<file path="config.mk">
export PLATFORM = sky130hd
export DESIGN_NAME = coherence_bus_ctrl_n
export DESIGN_NICKNAME = d
export VERILOG_FILES = /design/src/rtl/coherence_bus_ctrl_n.sv
export SDC_FILE = /design/constraint.sdc
export NUM_CORES = 1
export LEC_CHECK = 0
export ABC_CLOCK_PERIOD_IN_PS = 2000
export CAP_MARGIN = 20
export CORE_AREA = 5 5 195 197
export DETAILED_ROUTE_END_ITERATION = 8
export DIE_AREA = 0 0 200 202
export PLACE_DENSITY_LB_ADDON = 0.1
export SYNTH_ARGS = -nofsm -noshare
export SYNTH_HDL_FRONTEND = slang
export SYNTH_SLANG_ARGS = --single-unit
</file>
<file path="constraint.sdc">
create_clock -name CLK -period 2 [get_ports CLK]
set_input_delay 0.5 -clock CLK [delete_from_list [all_inputs] [get_ports CLK]]
set_output_delay 0.5 -clock CLK [all_outputs]
set_load 0.02 [all_outputs]
</file>
<file path="src/rtl/coherence_bus_ctrl_n.sv">
// Snooping MSI bus controller: round-robin grant, snoop, block transfer from RAM or owning cache.
// Optional `COH_STATS_EN adds saturating counters stat_c2c / stat_memrd.
module coherence_bus_ctrl_n #(
  parameter int NCPU     = 2,
  parameter int BLKWORDS = 2,
  parameter int SNPCYC   = 2
) (
  input  logic                 CLK,
  input  logic                 nRST,
  input  logic [NCPU-1:0]      iREN,
  input  logic [NCPU-1:0]      dREN,
  input  logic [NCPU-1:0]      dWEN,
  input  logic [NCPU-1:0]      cctrans,
  input  logic [NCPU-1:0]      ccwrite,
  input  logic [NCPU*32-1:0]   iaddr,
  input  logic [NCPU*32-1:0]   daddr,
  input  logic [NCPU*32-1:0]   dstore,
  input  logic [31:0]          ramload,
  input  logic [1:0]           ramstate,
  output logic [NCPU-1:0]      iwait,
  output logic [NCPU-1:0]      dwait,
  output logic [NCPU*32-1:0]   iload,
  output logic [NCPU*32-1:0]   dload,
  output logic [NCPU-1:0]      ccwait,
  output logic [NCPU-1:0]      ccinv,
  output logic [NCPU*32-1:0]   ccsnoopaddr,
  output logic                 ramREN,
  output logic                 ramWEN,
  output logic [31:0]          ramaddr,
  output logic [31:0]          ramstore
`ifdef COH_STATS_EN
  ,
  output logic [15:0]          stat_c2c,
  output logic [15:0]          stat_memrd
`endif
);

  localparam int GW  = $clog2(NCPU);
  localparam int WCW = (BLKWORDS > 1) ? $clog2(BLKWORDS) : 1;
  localparam int SCW = $clog2(SNPCYC + 1);

  typedef enum logic [2:0] {IDLE, SNOOP, LD, FWD, FLUSH, WB, IRD, INV} state_t;
  typedef enum logic [1:0] {RS_FREE, RS_BUSY, RS_ACCESS, RS_ERROR} ramstate_t;

  state_t         state;
  logic [GW-1:0]  gnt, rr, owner, pick, own;
  logic [WCW-1:0] wcnt;
  logic [SCW-1:0] snp;
  logic           gap, rdx, found, own_found, access, last_word, done;
  logic [NCPU-1:0] others;
  int unsigned    idx;

  logic [31:0] iaddr_a [NCPU];
  logic [31:0] daddr_a [NCPU];
  logic [31:0] dstore_a [NCPU];
  logic [31:0] iload_a [NCPU];
  logic [31:0] dload_a [NCPU];
  logic [31:0] snp_a [NCPU];

  for (genvar g = 0; g < NCPU; g++) begin : g_lane
    assign iaddr_a[g]             = iaddr[g*32 +: 32];
    assign daddr_a[g]             = daddr[g*32 +: 32];
    assign dstore_a[g]            = dstore[g*32 +: 32];
    assign iload[g*32 +: 32]       = iload_a[g];
    assign dload[g*32 +: 32]       = dload_a[g];
    assign ccsnoopaddr[g*32 +: 32] = snp_a[g];
  end

  assign access    = (ramstate_t'(ramstate) == RS_ACCESS);
  assign last_word = (wcnt == WCW'(BLKWORDS - 1));
  assign others    = ~(NCPU'(1) << gnt);

  // Round-robin: first requester at or after rr, wrapping modulo NCPU.
  always_comb begin
    found = 1'b0;
    pick  = '0;
    idx   = 0;
    for (int unsigned k = 0; k < NCPU; k++) begin
      idx = 32'(rr) + k;
      if (idx >= NCPU) idx = idx - NCPU;
      if (!found && (cctrans[GW'(idx)] || iREN[GW'(idx)])) begin
        found = 1'b1;
        pick  = GW'(idx);
      end
    end
  end

  always_comb begin
    own_found = 1'b0;
    own       = '0;
    for (int unsigned k = 0; k < NCPU; k++) begin
      if (!own_found && GW'(k) != gnt && cctrans[GW'(k)]) begin
        own_found = 1'b1;
        own       = GW'(k);
      end
    end
  end

  always_comb begin
    unique case (state)
      INV:         done = 1'b1;
      LD, IRD, WB: done = !gap && access && last_word;
      FWD:         done = !gap && rdx && last_word;
      FLUSH:       done = access && last_word;
      default:     done = 1'b0;
    endcase
  end

  always_ff @(posedge CLK or negedge nRST) begin
    if (!nRST) begin
      state <= IDLE;
      gnt   <= '0;
      rr    <= '0;
      owner <= '0;
      wcnt  <= '0;
      snp   <= '0;
      gap   <= 1'b0;
      rdx   <= 1'b0;
    end else begin
      unique case (state)
        IDLE: if (found) begin
          gnt  <= pick;
          rdx  <= ccwrite[pick];
          wcnt <= '0;
          snp  <= '0;
          gap  <= 1'b0;
          if (dREN[pick])      state <= SNOOP;
          else if (dWEN[pick]) state <= WB;
          else if (iREN[pick]) state <= IRD;
          else                 state <= INV;
        end
        SNOOP: if (snp == SCW'(SNPCYC - 1)) begin
          snp   <= '0;
          owner <= own;
          state <= own_found ? FWD : LD;
        end else begin
          snp <= snp + SCW'(1);
        end
        LD, IRD, WB: if (gap) begin
          gap <= 1'b0;
        end else if (access && !last_word) begin
          wcnt <= wcnt + WCW'(1);
          gap  <= 1'b1;
        end
        FWD: if (gap) begin
          gap <= 1'b0;
        end else if (!rdx) begin
          state <= FLUSH;
        end else if (!last_word) begin
          wcnt <= wcnt + WCW'(1);
          gap  <= 1'b1;
        end
        FLUSH: if (access && !last_word) begin
          wcnt  <= wcnt + WCW'(1);
          gap   <= 1'b1;
          state <= FWD;
        end
        default: ;
      endcase
      // Completion overrides the per-state updates above.
      if (done) begin
        state <= IDLE;
        wcnt  <= '0;
        rr    <= (gnt == GW'(NCPU - 1)) ? '0 : gnt + GW'(1);
      end
    end
  end

`ifdef COH_STATS_EN
  always_ff @(posedge CLK or negedge nRST) begin
    if (!nRST) begin
      stat_c2c   <= '0;
      stat_memrd <= '0;
    end else if (done) begin
      if (state == LD && stat_memrd != '1) stat_memrd <= stat_memrd + 16'd1;
      if ((state == FWD || state == FLUSH) && stat_c2c != '1) stat_c2c <= stat_c2c + 16'd1;
    end
  end
`endif

  always_comb begin
    iwait    = '1;
    dwait    = '1;
    ccwait   = '0;
    ccinv    = '0;
    ramREN   = 1'b0;
    ramWEN   = 1'b0;
    ramaddr  = '0;
    ramstore = '0;
    for (int unsigned k = 0; k < NCPU; k++) begin
      iload_a[k] = '0;
      dload_a[k] = '0;
      snp_a[k]   = '0;
    end
    unique case (state)
      SNOOP: begin
        ccwait = others;
        ccinv  = rdx ? others : '0;
        for (int unsigned k = 0; k < NCPU; k++) snp_a[k] = daddr_a[gnt];
      end
      LD: begin
        ccwait = others;
        if (!gap) begin
          ramREN  = 1'b1;
          ramaddr = daddr_a[gnt];
          if (access) begin
            dload_a[gnt] = ramload;
            dwait[gnt]   = 1'b0;
          end
        end
      end
      IRD: if (!gap) begin
        ramREN  = 1'b1;
        ramaddr = iaddr_a[gnt];
        if (access) begin
          iload_a[gnt] = ramload;
          iwait[gnt]   = 1'b0;
        end
      end
      WB: if (!gap) begin
        ramWEN   = 1'b1;
        ramaddr  = daddr_a[gnt];
        ramstore = dstore_a[gnt];
        if (access) dwait[gnt] = 1'b0;
      end
      FWD: begin
        ccwait = others;
        if (!gap) begin
          dload_a[gnt] = dstore_a[owner];
          dwait[gnt]   = 1'b0;
          if (rdx) dwait[owner] = 1'b0;
        end
      end
      FLUSH: begin
        ccwait   = others;
        ramWEN   = 1'b1;
        ramaddr  = daddr_a[owner];
        ramstore = dstore_a[owner];
        if (access) dwait[owner] = 1'b0;
      end
      INV: begin
        ccinv = others;
        for (int unsigned k = 0; k < NCPU; k++) snp_a[k] = daddr_a[gnt];
      end
      default: ;
    endcase
  end

endmodule
</file>
* After elaboration in Yosys (flattened, before gate mapping)
Cells that the tools add are included.
** Storage, ports and cells
- Memories :: 0
- ROM bits :: 0
- Memory bits (writable) :: 0
- Bits in latches :: 0
- Bits in registers :: 11
- Word-level logic and storage cells :: 190
- Output and inout port bits :: 266
** Operators by class
- Reductions and logical operators :: 35
- Mux-type cells :: 101
- $lt $le $gt $ge :: 12
- Bitwise logic cells :: 9
- Add/sub/neg operators :: 6
- Multiply operators :: 0
- Shift-type cells :: 1
- Eq/ne operators :: 18
- Div/mod/pow operators :: 0
** Operators with widths (number)
- two-way mux 32 bit :: 19
- two-way mux 64 bit :: 5
- AND 64 bit :: 2
- case mux 64 bit (2 select lines) :: 1
- case mux 32 bit (3 select lines) :: 1
- case mux 32 bit (2 select lines) :: 1
- two-way mux 1 bit :: 45
- demux 32 bit (select 1 bit) :: 1
- two-way mux 2 bit :: 11
- two-way mux 3 bit :: 7
- inequality test 3 bit, second input constant :: 7
- logical AND 1 bit :: 13
- equality test 3 bit, second input constant :: 4
- case mux 1 bit (4 select lines) :: 3
- case mux 3 bit (4 select lines) :: 1
- < comparator 1 x 2 -> 1 bit, second input constant :: 5
- nonzero test 5 bit :: 2
- case mux 2 bit (2 select lines) :: 2
- equality test 3 x 2 -> 1 bit, second input constant :: 2
- greater-or-equal comparator 2 bit, second input constant :: 3
- inverter 2 bit :: 3
- case mux 2 bit (3 select lines) :: 1
- AND reduction 2 bit :: 3
- AND reduction 6 bit :: 1
- 27 further kinds :: 39

* Longest topological paths before layout
Gate-level depths: netlist (run 1).
- Depth in word-level cells :: 17
- Mapped depth :: 8
- Mapped depth without buffers :: 5

* Least setup slack after synthesis (run 1)
No wires, ideal clock.
- Path type :: reg-to-output
- Start :: reg state[0]
- End :: out ccsnoopaddr[40]
- Stages on the path, launching flop included :: 8
- Path slack :: -0.309 ns
- Path buffers :: 5
- Arrival :: 1.809 ns
- Required time :: 1.500 ns
- Cells stage by stage :: dfrtp_1 buf_4 buf_2 buf_2 nand3_1 clkbuf_1 nor2_1 buf_4
** Between the ends
- Longest elaborated chain between the ends :: 3
** Ends and longest elaborated chain
- from (decl) :: line 45 : state_t state;
- from (signal assigned) :: line 135 : state <= own_found ? FWD : LD;
- equality test 3 bit or equality test 3 x 1 -> 1 bit (tied branches) :: line 195 : unique case (state)
- OR reduction 2 bit (no line) *
- two-way mux 64 bit *
- to (decl) :: line 26 : output logic [NCPU*32-1:0] ccsnoopaddr,
Every way passes the cells marked *; elsewhere a longest branch is shown, timed or not.

* Worst setup path after layout (run 1)
- Start :: reg state[1]
- End :: out iload[22]
** Between the ends
- Longest elaborated chain between the ends :: 2
** Ends and longest elaborated chain
- equality test 3 bit :: line 195
- two-way mux 64 bit :: line 195
- to (decl) :: line 22 : output logic [NCPU*32-1:0] iload,
Every way passes these cells.

==> metrics.md, run 1 <==
| Metric | Value |
|---|---|
| Status | complete, but fails checks |
| Failing checks | setup timing |
| Die X | 200 µm |
| HPWL after detailed placement | 31500 µm |
| Port Buf Inserts | 503 |
| H-tree Lvls | 1 |
| Total Routing Usage GR | 21.1% |
| Fin cells | 2012 |
| Setup violators final | 271 |
| Worst path cell trace | buf_6 > nand2_4 > or2_4 > buf_6 > nor3_4 > buf_4 > clkbuf_16 > buf_4 > and2_4 > buf_4 |
| Lkg Pwr | 7.55 nW |
| Sum Neg Setup Slack | -117.51 ns |
| Synthesis-to-layout area growth | 234% |
| Largest net degree at the start of global routing | 39 |
| Tmin final | 2.63 ns |
| Placed Area | 0.0133 mm² |
| CP required | 1.50 ns |
| CTS Sinks | 11 |
| Initial antenna violation count | 2 |
| Final #Nets | 1781 |
| Vias per std cell | 4.51 |
| Sequential share of the synthesized area | 5.11% |
| Worst skew pair latency | 0.25 ns |
| Most common cell after layout, fill and taps aside | buf_6 |
| First-pass GRT wire length | 64200 µm |
| Share of layout cells above drive strength 1 | 67.7% |
| Peak VDD IR | 698 µV |
| Syn avg cell area | 7.18 µm² |
| Vias in the first global route | 9280 |
| Max transition margin | 61.4% |
| Post-route ant nets | 0 |
| TritonCTS clock tree | done |
| Worst path max stage delay | 0.43 ns |
| Initial Utilization | 14.9% |
| Worst EP arrival | 2.13 ns |
| Final hold slack | 0.510 ns |
| Endpoints failing hold | 0 |
| Worst slew pin tran | 0.577 ns |
| Most frequent cells in the layout | buf_6 (337), clkdlybuf4s50_1 (235), buf_4 (211) |
| Post-Place Worst Slack | -1.07 ns |
| Drt total wl | 47200 µm |
| Placed cells | 1794 |
| Rows | 70 |
| Mapped Nets | 989 |
| CP bufs+invs | 6 |
| CP Max Fanout | 6 |
| Core Box Area | 0.0361 mm² |
| Type of destination of the critical path | primary output |
| Final WS setup | -0.630 ns |
| Synth async-reset ratio | 100% |
| Iter 0 DRT Violations | 284 |
| Cells after synthesis | 751 |
| Slowest-stage cell, CP | dfrtp_2 |
| Fill count | 3404 |
| Fin Clk Skew | 0.00503 ns |
| Hold Crit Class | reg -> reg |
| Final period util | 131% |
| Routed len/inst | 23.5 µm |
| Synth Flop Type | dfrtp_1 |
| Root Buffer | clkbuf_16 |
| Max Cap Viol | 0 |
| DR vias | 9076 |
| Remaining global-route overflow | 0 |
| Reg clk slew, reported paths | 0.05 ns |
| GPL Wtd Cong | 0.791 |
| Post-synth EDFFs | 0 |
| RSZ-0062 raised after global routing | true |
| Setup CP Type | reg -> out |
| Post-Syn Area | 0.00539 mm² |
| Residual DRC | 0 |
| Max-slew violations | 0 |
| CTS Buffer Depth | 2 |
| DR pass1 iterations | 4 |
| Flops & latches, synth | 11 |
| Die Y | 202 µm |
| CTS buffer count | 3 |
| IO Count | 504 |
| Yosys warning count | 0 |
| Most frequent CP cell | buf_4 |
| DIE AREA | 0.0404 mm² |
| CP delay by family, top | buffers and inverters |
| PwrDens | 1290 mW/mm² |
| Final Instance Area | 0.0180 mm² |
| Netlist cell types | 55 |
| Setup crit start kind | register |
| Max Freq | 380 MHz |
## synth_stat cells, types with 7 or more instances
master	n	area share, %
a21oi_1	7	0.65
a22oi_1	39	5.4
and2_1	64	7.4
buf_2	36	3.3
buf_4	39	5.4
clkbuf_1	18	1.3
dfrtp_1	11	5.1
inv_1	40	2.8
mux2_2	7	1.5
mux2i_1	159	30
nand2_1	43	3.0
nor2_1	87	6.1
o21ai_0	11	1.0
o21ai_2	20	3.2
o22a_1	32	5.2
o22ai_1	66	7.7
## repair_timing
item                        CTS  global route
hold endpoints to repair      0             0
setup buffers               115            87
setup endpoints to repair   270           272
pin swaps                    68           146
gates cloned                 27             9
resized for setup          1566           396
hold buffers                  0             0
## worst register-to-register path: stages (launching register included)
cell,delay [ns]
dfrtp_2,0.46
buf_6,0.15
buf_8,0.12
buf_6,0.12
buf_6,0.13
buf_8,0.13
or2_4,0.29
a21oi_4,0.14
o221ai_4,0.13
a211o_1,0.28
a21boi_1,0.16
## state kept, by name, summed over array words and instances, names as in the netlist
signal / cells
snp: 2
owner: 1
rdx: 1
state: 3
last_word: 1
rr: 1
gap: 1
gnt: 1
## per-layer routing
| layer | wire, µm | part of all wire, % | global-route usage [%] |
|---|---|---|---|
| met1 | 19700 | 42 | 27.0 |
| met2 | 24600 | 52 | 38.0 |
| met3 | 2080 | 4.4 | 2.20 |
| met4 | 863 | 1.8 | 4.29 |
| met5 | 0 | 0 | 0 |
## cells by family after synthesis
| logic type | Yosys count | share of synthesized area (%) |
|---|---|---|
| DFF | 11 | 5.11 |
| and+or+nand+nor | 225 | 21.5 |
| AOI/OAI and AO/OA | 202 | 27.5 |
| muxes | 166 | 31.0 |
| buffers and inverters | 146 | 14.7 |
| xor gates and xnor gates | 1 | 0.163 |
## report_power, final
part | total, mW | switching [mW] | internal (mW)
Sequential | 0.481 | 0.137 | 0.343
Clock | 0.379 | 0.113 | 0.266
Combinational | 22.3 | 10.4 | 11.9
Total | 23.2 | 10.7 | 12.6
## path summary, 6_finish.rpt
check	cells past startpoint	slack, ns	start	endpoint
worst min register to register	1	0.51	snp[0]$_DFFE_PN0P_	snp[0]$_DFFE_PN0P_
min in group asynchronous	1	0.63	nRST	state[2]$_DFFE_PN0P_
worst max register to register	10	-0.18	state[0]$_DFFE_PN0P_	state[0]$_DFFE_PN0P_
max in group asynchronous	1	0.94	nRST	gap$_DFFE_PN0P_
worst min-delay path	1	0.51	snp[0]$_DFFE_PN0P_	snp[0]$_DFFE_PN0P_
worst max-delay path	10	-0.63	state[1]$_DFFE_PN0P_	iload[22]
## area by class of cell
cell class	count	area, µm²	area share (%)
clock inverters	1	5.00	0.0278
flip-flops and latches	11	289	1.61
repair buffers	892	10000	55.9
clock buffers	3	75.1	0.417
inverters	41	161	0.897
well taps	468	586	3.26
multi-input cells	594	6820	37.9
diodes	2	5.00	0.0278
## stage by stage
| step | util [%] | power [mW] |
|---|---|---|
| 3_5_place_dp | 36.8 | 15.9 |
| 5_1_grt | 49.8 | 24.3 |
| 6_report | 49.8 | 23.2 |
| 4_1_cts | 45.2 | 21.4 |
| 2_1_floorplan | - | 9.76 |
| 3_3_place_gp | 36.8 | 16.0 |
Note: power is estimated with default switching activity, not from simulation.
==> inputs of run 2 (changes only) <==
GPL_TIMING_DRIVEN = 0   (was not set)
==> run 2 against run 1 <==
The flow still finishes with violations (setup timing); total power decreased by 10%; clock power decreased by 2%; largest cell class unchanged; clock skew up 0.00050 ns; sequential power fell by 8.3%; critical path depth decreased by 3; fmax up 7.4%; highest routed layer unchanged; critical endpoint is now ramaddr[0]; register-to-register slack improved by 0.26 ns; final cell count down 8.5%; setup slack gained 0.18 ns; count of clock-buffer cells in the layout up 1; die area did not move.
==> metrics.md, run 2 (synthesis results as in run 1) <==
| Metric | Value |
|---|---|
| Status | complete, but fails checks |
| Failing checks | setup timing |
| Largest net degree at the start of global routing | 12 |
| GPL Wtd Cong | 0.852 |
| CTS Hold Bufs | 0 |
| Drt total wl | 44700 µm |
| Port Buf Inserts | 503 |
| HPWL after detailed placement | 34300 µm |
| Root Buffer | clkbuf_16 |
| Setup crit start kind | register |
| Max reg flops | 3 |
| Post-route ant nets | 0 |
| Most common cell after layout, fill and taps aside | buf_6 |
| DR vias | 8347 |
| Reg with most FFs | state |
| PwrDens | 1290 mW/mm² |
| Setup CP Type | reg -> out |
| Synthesis-to-layout area growth | 200% |
| Routed len/inst | 24.3 µm |
| Final Util | 44.8% |
| CTS buffer count | 3 |
| DIE AREA | 0.0404 mm² |
| Pwr Total | 20.8 mW |
| Total Routing Usage GR | 20.1% |
| Final period util | 122% |
| Max-slew violations | 0 |
| Most frequent cells in the layout | buf_6 (316), clkdlybuf4s50_1 (235), mux2i_1 (97) |
| DR pass1 iterations | 4 |
| Endpoints failing hold | 0 |
| Final WS setup | -0.449 ns |
| Vias per std cell | 4.54 |
| H-tree Lvls | 1 |
| Top flop regs | state x3, snp x2 |
| CP required | 1.50 ns |
| Lkg Pwr | 6.47 nW |
| CTS Buffer Depth | 2 |
| Initial Utilization | 14.9% |
| Max Freq | 408 MHz |
| RR Endpoint | owner$_DFFE_PN0P_ |
| Remaining global-route overflow | 0 |
| Crit path to | ramaddr[0] |
| CP Max Fanout | 10 |
| IO Count | 504 |
| Core Box Area | 0.0361 mm² |
| CTS Sinks | 11 |
| First-pass GRT wire length | 61200 µm |
| Initial antenna violation count | 2 |
| Die Y | 202 µm |
| Peak VDD IR | 755 µV |
| RSZ-0062 raised after global routing | true |
| Rows | 70 |
| Worst skew pair latency | 0.24 ns |
| Type of destination of the critical path | primary output |
| Vias in the first global route | 8475 |
| Max transition margin | 61.7% |
| Worst EP arrival | 1.95 ns |
| Worst slew pin tran | 0.573 ns |
| Worst r2r path cells | 9 |
| Worst reg2reg startpoint | state[2]$_DFFE_PN0P_ |
| Internal reg-to-reg setup slack | 0.08 ns |
| Worst Setup SP | state[1]$_DFFE_PN0P_ |
| Residual DRC | 0 |
| Fin Clk Skew | 0.00553 ns |
| TritonCTS clock tree | done |
| Reg clk slew, reported paths | 0.04 ns |
| Share of layout cells above drive strength 1 | 63.3% |
| Die X | 200 µm |
| Max Cap Viol | 0 |
| Hold Crit Class | reg -> reg |
| Iter 0 DRT Violations | 259 |
| Setup violators final | 264 |
| Tmin final | 2.45 ns |
| Final #Nets | 1609 |
[run 2: cell count changes in the layout (fill, tap and decap cells not counted), moves of 9 or more]
| cell | change |
|---|---|
| and2_2 | +11 |
| and2_4 | -19 |
| buf_12 | -27 |
| buf_16 | -13 |
| buf_2 | +10 |
| buf_4 | -137 |
| buf_6 | -21 |
| clkbuf_4 | +9 |
| mux2i_1 | -16 |
| mux2i_2 | +11 |
[run 2: layout make-up]
type / count / area (µm²)
timing repair buffer: 617 / 6640
sequential: 11 / 278
inverter: 41 / 174
fill: 3502 / 19900
antenna: 2 / 5.00
clock buffer: 4 / 78.8
buffer: 103 / 1530
multi-input combinational: 594 / 6880
tap: 468 / 586
[run 2: worst max-delay path, stage by stage, from the launching register on]
cell and delay [ns]:
dfrtp_2 0.46, buf_4 0.17, nor2b_4 0.18, a21oi_4 0.15, buf_8 0.18, o22a_1 0.23, o22ai_4 0.18, buf_6 0.15
[run 2: how the worst min path moves through the flow]
stage / from / endpoint / slack (ns) / depth (start not counted)
CTS: snp[0]$_DFFE_PN0P_ / snp[0]$_DFFE_PN0P_ / 0.51 / 1
floorplan: nRST / gap$_DFFE_PN0P_ / 0.20 / 0
global placement: snp[0]$_DFFE_PN0P_ / snp[0]$_DFFE_PN0P_ / 0.50 / 1
global route: snp[0]$_DFFE_PN0P_ / snp[0]$_DFFE_PN0P_ / 0.54 / 1
finish: snp[1]$_DFFE_PN0P_ / snp[1]$_DFFE_PN0P_ / 0.51 / 1
detailed placement: snp[0]$_DFFE_PN0P_ / snp[0]$_DFFE_PN0P_ / 0.51 / 1
[run 2: power breakdown]
part	leakage [nW]	switching (mW)	internal [mW]	total, mW
logic	6.30	9.97	10.0	20.0
clock network	0.0382	0.105	0.268	0.373
registers	0.135	0.115	0.325	0.441
[run 2: what timing repair did]
item,in CTS,in global routing
gates cloned,14,6
pin swaps,51,84
setup buffers,52,49
setup endpoints to repair,273,275
hold endpoints to repair,0,0
resized for setup,1518,624
[run 2: stage by stage]
step | instances | cell area [µm²] | hold slack (ns) | worst slack, ns | setup TNS, ns
after CTS | 1790 | 14400 | 0.515 | -0.470 | -104.43
final | 1840 | 16200 | 0.514 | -0.449 | -86.70
after global routing | 1840 | 16200 | 0.540 | -0.504 | -101.60
after global placement | 1722 | 12500 | 0.498 | -1.61 | -285.93
after detailed placement | 1722 | 12500 | 0.506 | -1.60 | -286.39
after floorplan | 751 | 6840 | 0.204 | -0.118 | -6.40
[run 2: per-layer routing]
| layer | up-vias | global-route usage (%) | routed length (µm) |
|---|---|---|---|
| met5 | - | 0 | 0 |
| met3 | 41 | 2.12 | 2220 |
| met1 | 4087 | 26.2 | 18600 |
| li1 | 3981 | - | - |
| met4 | 0 | 3.40 | 906 |
| met2 | 238 | 36.1 | 23000 |
==> inputs of run 3 (changes only) <==
GPL_ROUTABILITY_DRIVEN = 1   (was not set)
==> results of run 3 <==
Final layout, timing and power as in run 2 (identical DEF).
==> RTL edit 1: new RTL, flow settings as in run 2 <==
`SNPCYC`: 2 -> 4.
--- a/src/rtl/coherence_bus_ctrl_n.sv
+++ b/src/rtl/coherence_bus_ctrl_n.sv
@@ -5,3 +5,3 @@
   parameter int BLKWORDS = 2,
-  parameter int SNPCYC   = 2
+  parameter int SNPCYC   = 4
 ) (
Behaviour: not the same (Yosys sat finds a counterexample within 4 cycles, from zero or initial values and one cycle with nRST low).
==> RTL edit 1 against run 2 <==
The run still ends with negative setup slack left; register-to-register slack got worse by 0.08 ns; critical endpoint is now ramaddr[23]; final area fell by 2.5%; area after synthesis fell by 2.5%; wire length rose by 1.4%; fmax fell by 3.9%; sequential cell count rose by 1; worst setup slack got worse by 0.099 ns; largest power group unchanged; power fell by 1.5%; combinational power fell by 2%.
==> RTL edit 1: results (changes against run 2) <==
metric,value,unit,change
status,"complete, but fails checks",,unchanged
violations,negative setup slack,,unchanged
wl_met3,3530,um,was 2220 um
ys_seq_area_frac,0.0571,,was 0.0511
cts.clk_slew.worst_paths,0.05,ns,
drt_iter0_drc,258,,was 259
drive_above_1_share,0.626,,was 0.633
yosys-top-cells-area,"mux2i_1 30%, and2_1 7.9%, o22ai_1 7.9%",,"was mux2i_1 30%, o22ai_1 7.7%, and2_1 7.4%"
synthTopCellsByCount,"155 x mux2i_1, 106 x nor2_1, 66 x and2_1, 66 x o22ai_1, 40 x buf_4",,"was 159 x mux2i_1, 87 x nor2_1, 66 x o22ai_1"
final_nets,1616,,was 1609
critPathCapture,ramaddr[23],,was ramaddr[0]
synthCells,760,,was 751
reg2reg_depth,7,,was 9
p_leak,6.39,nW,was 6.47 nW
grt_pass1_wl,61200,um,about the same
arrival,2.05,ns,was 1.95 ns
wl_met2,23700,um,was 23000 um
wl_met1,17400,um,was 18600 um
use_met1,0.237,,was 0.262
setup_ws,-0.548,ns,was -0.449 ns
synth-compound-area-share,0.257,,was 0.275
fin_skew,0.00371,ns,was 0.00553 ns
hold_depth,2,,was 1
place_area,12400,sq um,was 12500 sq um
peakVddDrop,0.000855,V,was 0.000755 V
hpwl,35200,um,was 34300 um
synth.area.mux_share,0.317,,was 0.310
grt_pass1_vias,8675,,was 8475
largestRegisters,"snp (3), state (3)",,"was state (3), snp (2)"
rrSetupSlack,0,ns,was 0.08 ns
fillers,3596,,was 3502
syn_nets,999,,was 989
relSlewSlack,0.518,,was 0.617
routabilityCongestion,0.829,,was 0.852
num_vias,8480,,was 8347
setup_tns,-99.69,ns,was -86.70 ns
wl_per_cell,24.5,um,was 24.3 um
setup_viol,265,,was 264
vias_per_cell,4.59,,was 4.54
post-place-cells,1731,,was 1722
met2_usage,0.371,,was 0.361
yosys.area_share.adder,0.00238,,was 0
ys_types,52,,was 55
use_met3,0.0467,,was 0.0212
antenna_found_initial,3,,was 2
multi_input_area,6720,sq um,was 6880 sq um
clockBufferDepth,2,,unchanged
holdWs,0.508,ns,was 0.514 ns
r2r-end,state[2]$_DFFE_PN0P_,,was owner$_DFFE_PN0P_
grt_max_degree,13,,was 12
worstReg2RegStart,state[1]$_DFFE_PN0P_,,was state[2]$_DFFE_PN0P_
place_ws,-1.69,ns,was -1.60 ns
==> RTL edit 1: power breakdown <==
group,internal (mW),leakage (nW),switching (mW)
Sequential,0.352,0.146,0.137
Combinational,9.76,6.20,9.84
Clock,0.270,0.0382,0.120
Total,10.4,6.39,10.1
==> RTL edit 1: cells by family after synthesis <==
group | after synthesis
AOI/OAI and AO/OA | 206
adders and majority gates | 1
buffers and inverters | 125
DFF | 12
muxes | 165
and+or+nand+nor | 251
==> RTL edit 1: area by class of cell <==
class,count,share of cell area
Multi-Input combinational cell,624,0.426
Sequential cell,12,0.0191
Timing Repair Buffer,621,0.419
Antenna cell,4,0.000635
Inverter,19,0.00595
Buffer,96,0.0865
Tap cell,468,0.0372
Clock buffer,4,0.00500
==> RTL edit 1: what timing repair did <==
action                                  in CTS  in global routing
resized for setup                         1272                835
setup buffers                               35                 67
pin swaps                                   32                 65
cloned                                      10                 10
endpoints found under the setup margin     272                271
==> RTL edit 2: new RTL, config.mk and constraints of run 2 <==
Without the edit above. Encoding of `state_t`: now Gray code (3 bits for 8 states).
--- a/src/rtl/coherence_bus_ctrl_n.sv
+++ b/src/rtl/coherence_bus_ctrl_n.sv
@@ -41,3 +41,3 @@
 
-  typedef enum logic [2:0] {IDLE, SNOOP, LD, FWD, FLUSH, WB, IRD, INV} state_t;
+  typedef enum logic [2:0] {IDLE = 3'b000, SNOOP = 3'b001, LD = 3'b011, FWD = 3'b010, FLUSH = 3'b110, WB = 3'b111, IRD = 3'b101, INV = 3'b100} state_t;
   typedef enum logic [1:0] {RS_FREE, RS_BUSY, RS_ACCESS, RS_ERROR} ramstate_t;
Function: no difference found for any inputs over 4 cycles, from zero or initial values and one cycle with nRST low; so few cycles prove little.
==> RTL edit 2 against run 2 <==
The flow still finishes with violations (negative setup slack); area after synthesis is 17% lower; wire length shrank 10%; core utilization is 9.9 points lower; power shrank 25%; worst setup slack improved by 0.012 ns; critical path depth grew 1; final area shrank 22%; sequential cell count stayed put; sequential share of layout area is 0.50 points higher; highest routed layer is now met5.
==> RTL edit 2: results (changes against run 2) <==
metric,value,unit,change
status,"complete, but fails checks",,unchanged
violations,negative setup slack,,unchanged
setup_viol,270,,was 264
bufAreaShareNonClock,0.535,,was 0.505
clock_area_frac,0.00627,,was 0.00488
max_slew.worst_pin.slew,0.624,ns,was 0.573 ns
finalNonFillerCells,1718,,was 1840
ys_seq_area_frac,0.0612,,was 0.0511
seq_cell_count,11,,unchanged
use_met3,0.0568,,was 0.0212
final_nets,1484,,was 1609
setup_tns,-90.61,ns,was -86.70 ns
rrSetupSlack,-0.15,ns,was 0.08 ns
r2r-end,state[1]$_DFFE_PN0P_,,was owner$_DFFE_PN0P_
wl_per_cell,23.4,um,was 24.3 um
grt_pass1_wl,54300,um,was 61200 um
antennaDiodeCount,5,,was 2
holdWs,0.516,ns,was 0.514 ns
ys_types,57,,was 55
wl_met3,3610,um,was 2220 um
multi_input_gates,555,,was 594
reg2reg_depth,8,,was 9
hold_depth,2,,was 1
setup_ws,-0.436,ns,was -0.449 ns
yosys-top-cells-area,"mux2i_1 22%, o21ai_0 9.2%, and2_1 9.2%",,"was mux2i_1 30%, o22ai_1 7.7%, and2_1 7.4%"
grt_pass1_vias,7651,,was 8475
multi_input_area_share,0.385,,was 0.425
drive_above_1_share,0.553,,was 0.633
cts_setup_buffers,38,,was 52
routed.top_layer,met5,,was met4
drt_iter0_drc,230,,was 259
sh_seq_area,0.0222,,was 0.0172
vias_per_cell,4.33,,was 4.54
fin_skew,0.00207,ns,was 0.00553 ns
syn_nets,901,,was 989
hpwl,32800,um,was 34300 um
routabilityCongestion,0.826,,was 0.852
buffers_excl_clock,667,,was 720
antenna_found_initial,6,,was 2
RTL edit 2: cell count changes after synthesis, moves of 12 or more:
| cell | delta |
|---|---|
| buf_2 | -12 |
| o22ai_1 | -57 |
| nor2_1 | -27 |
| o21ai_2 | -20 |
| inv_1 | -33 |
| a22o_1 | +32 |
| o21ai_0 | +72 |
| nand2_1 | +22 |
| o22a_1 | -22 |
| mux2i_1 | -59 |
RTL edit 2: kinds of logic after synthesis:
logic type / count (synthesis) / share of synthesized area
xor+xnor: 1 / 0.00195
flops: 11 / 0.0612
simple gates: 227 / 0.252
buf+inv: 97 / 0.118
mux: 108 / 0.244
compound gates: 219 / 0.324
RTL edit 2: critical path: cells and delay by family, from the launching register on:
family | cells | cell delay, ns
compound gates | 3 | 0.39
buf+inv | 4 | 0.65
flops | 1 | 0.46
simple gates | 1 | 0.19
RTL edit 2: power by group:
group | internal [mW] | switching, mW
Combinational | 7.05 | 7.66
Clock | 0.268 | 0.0994
Sequential | 0.322 | 0.107
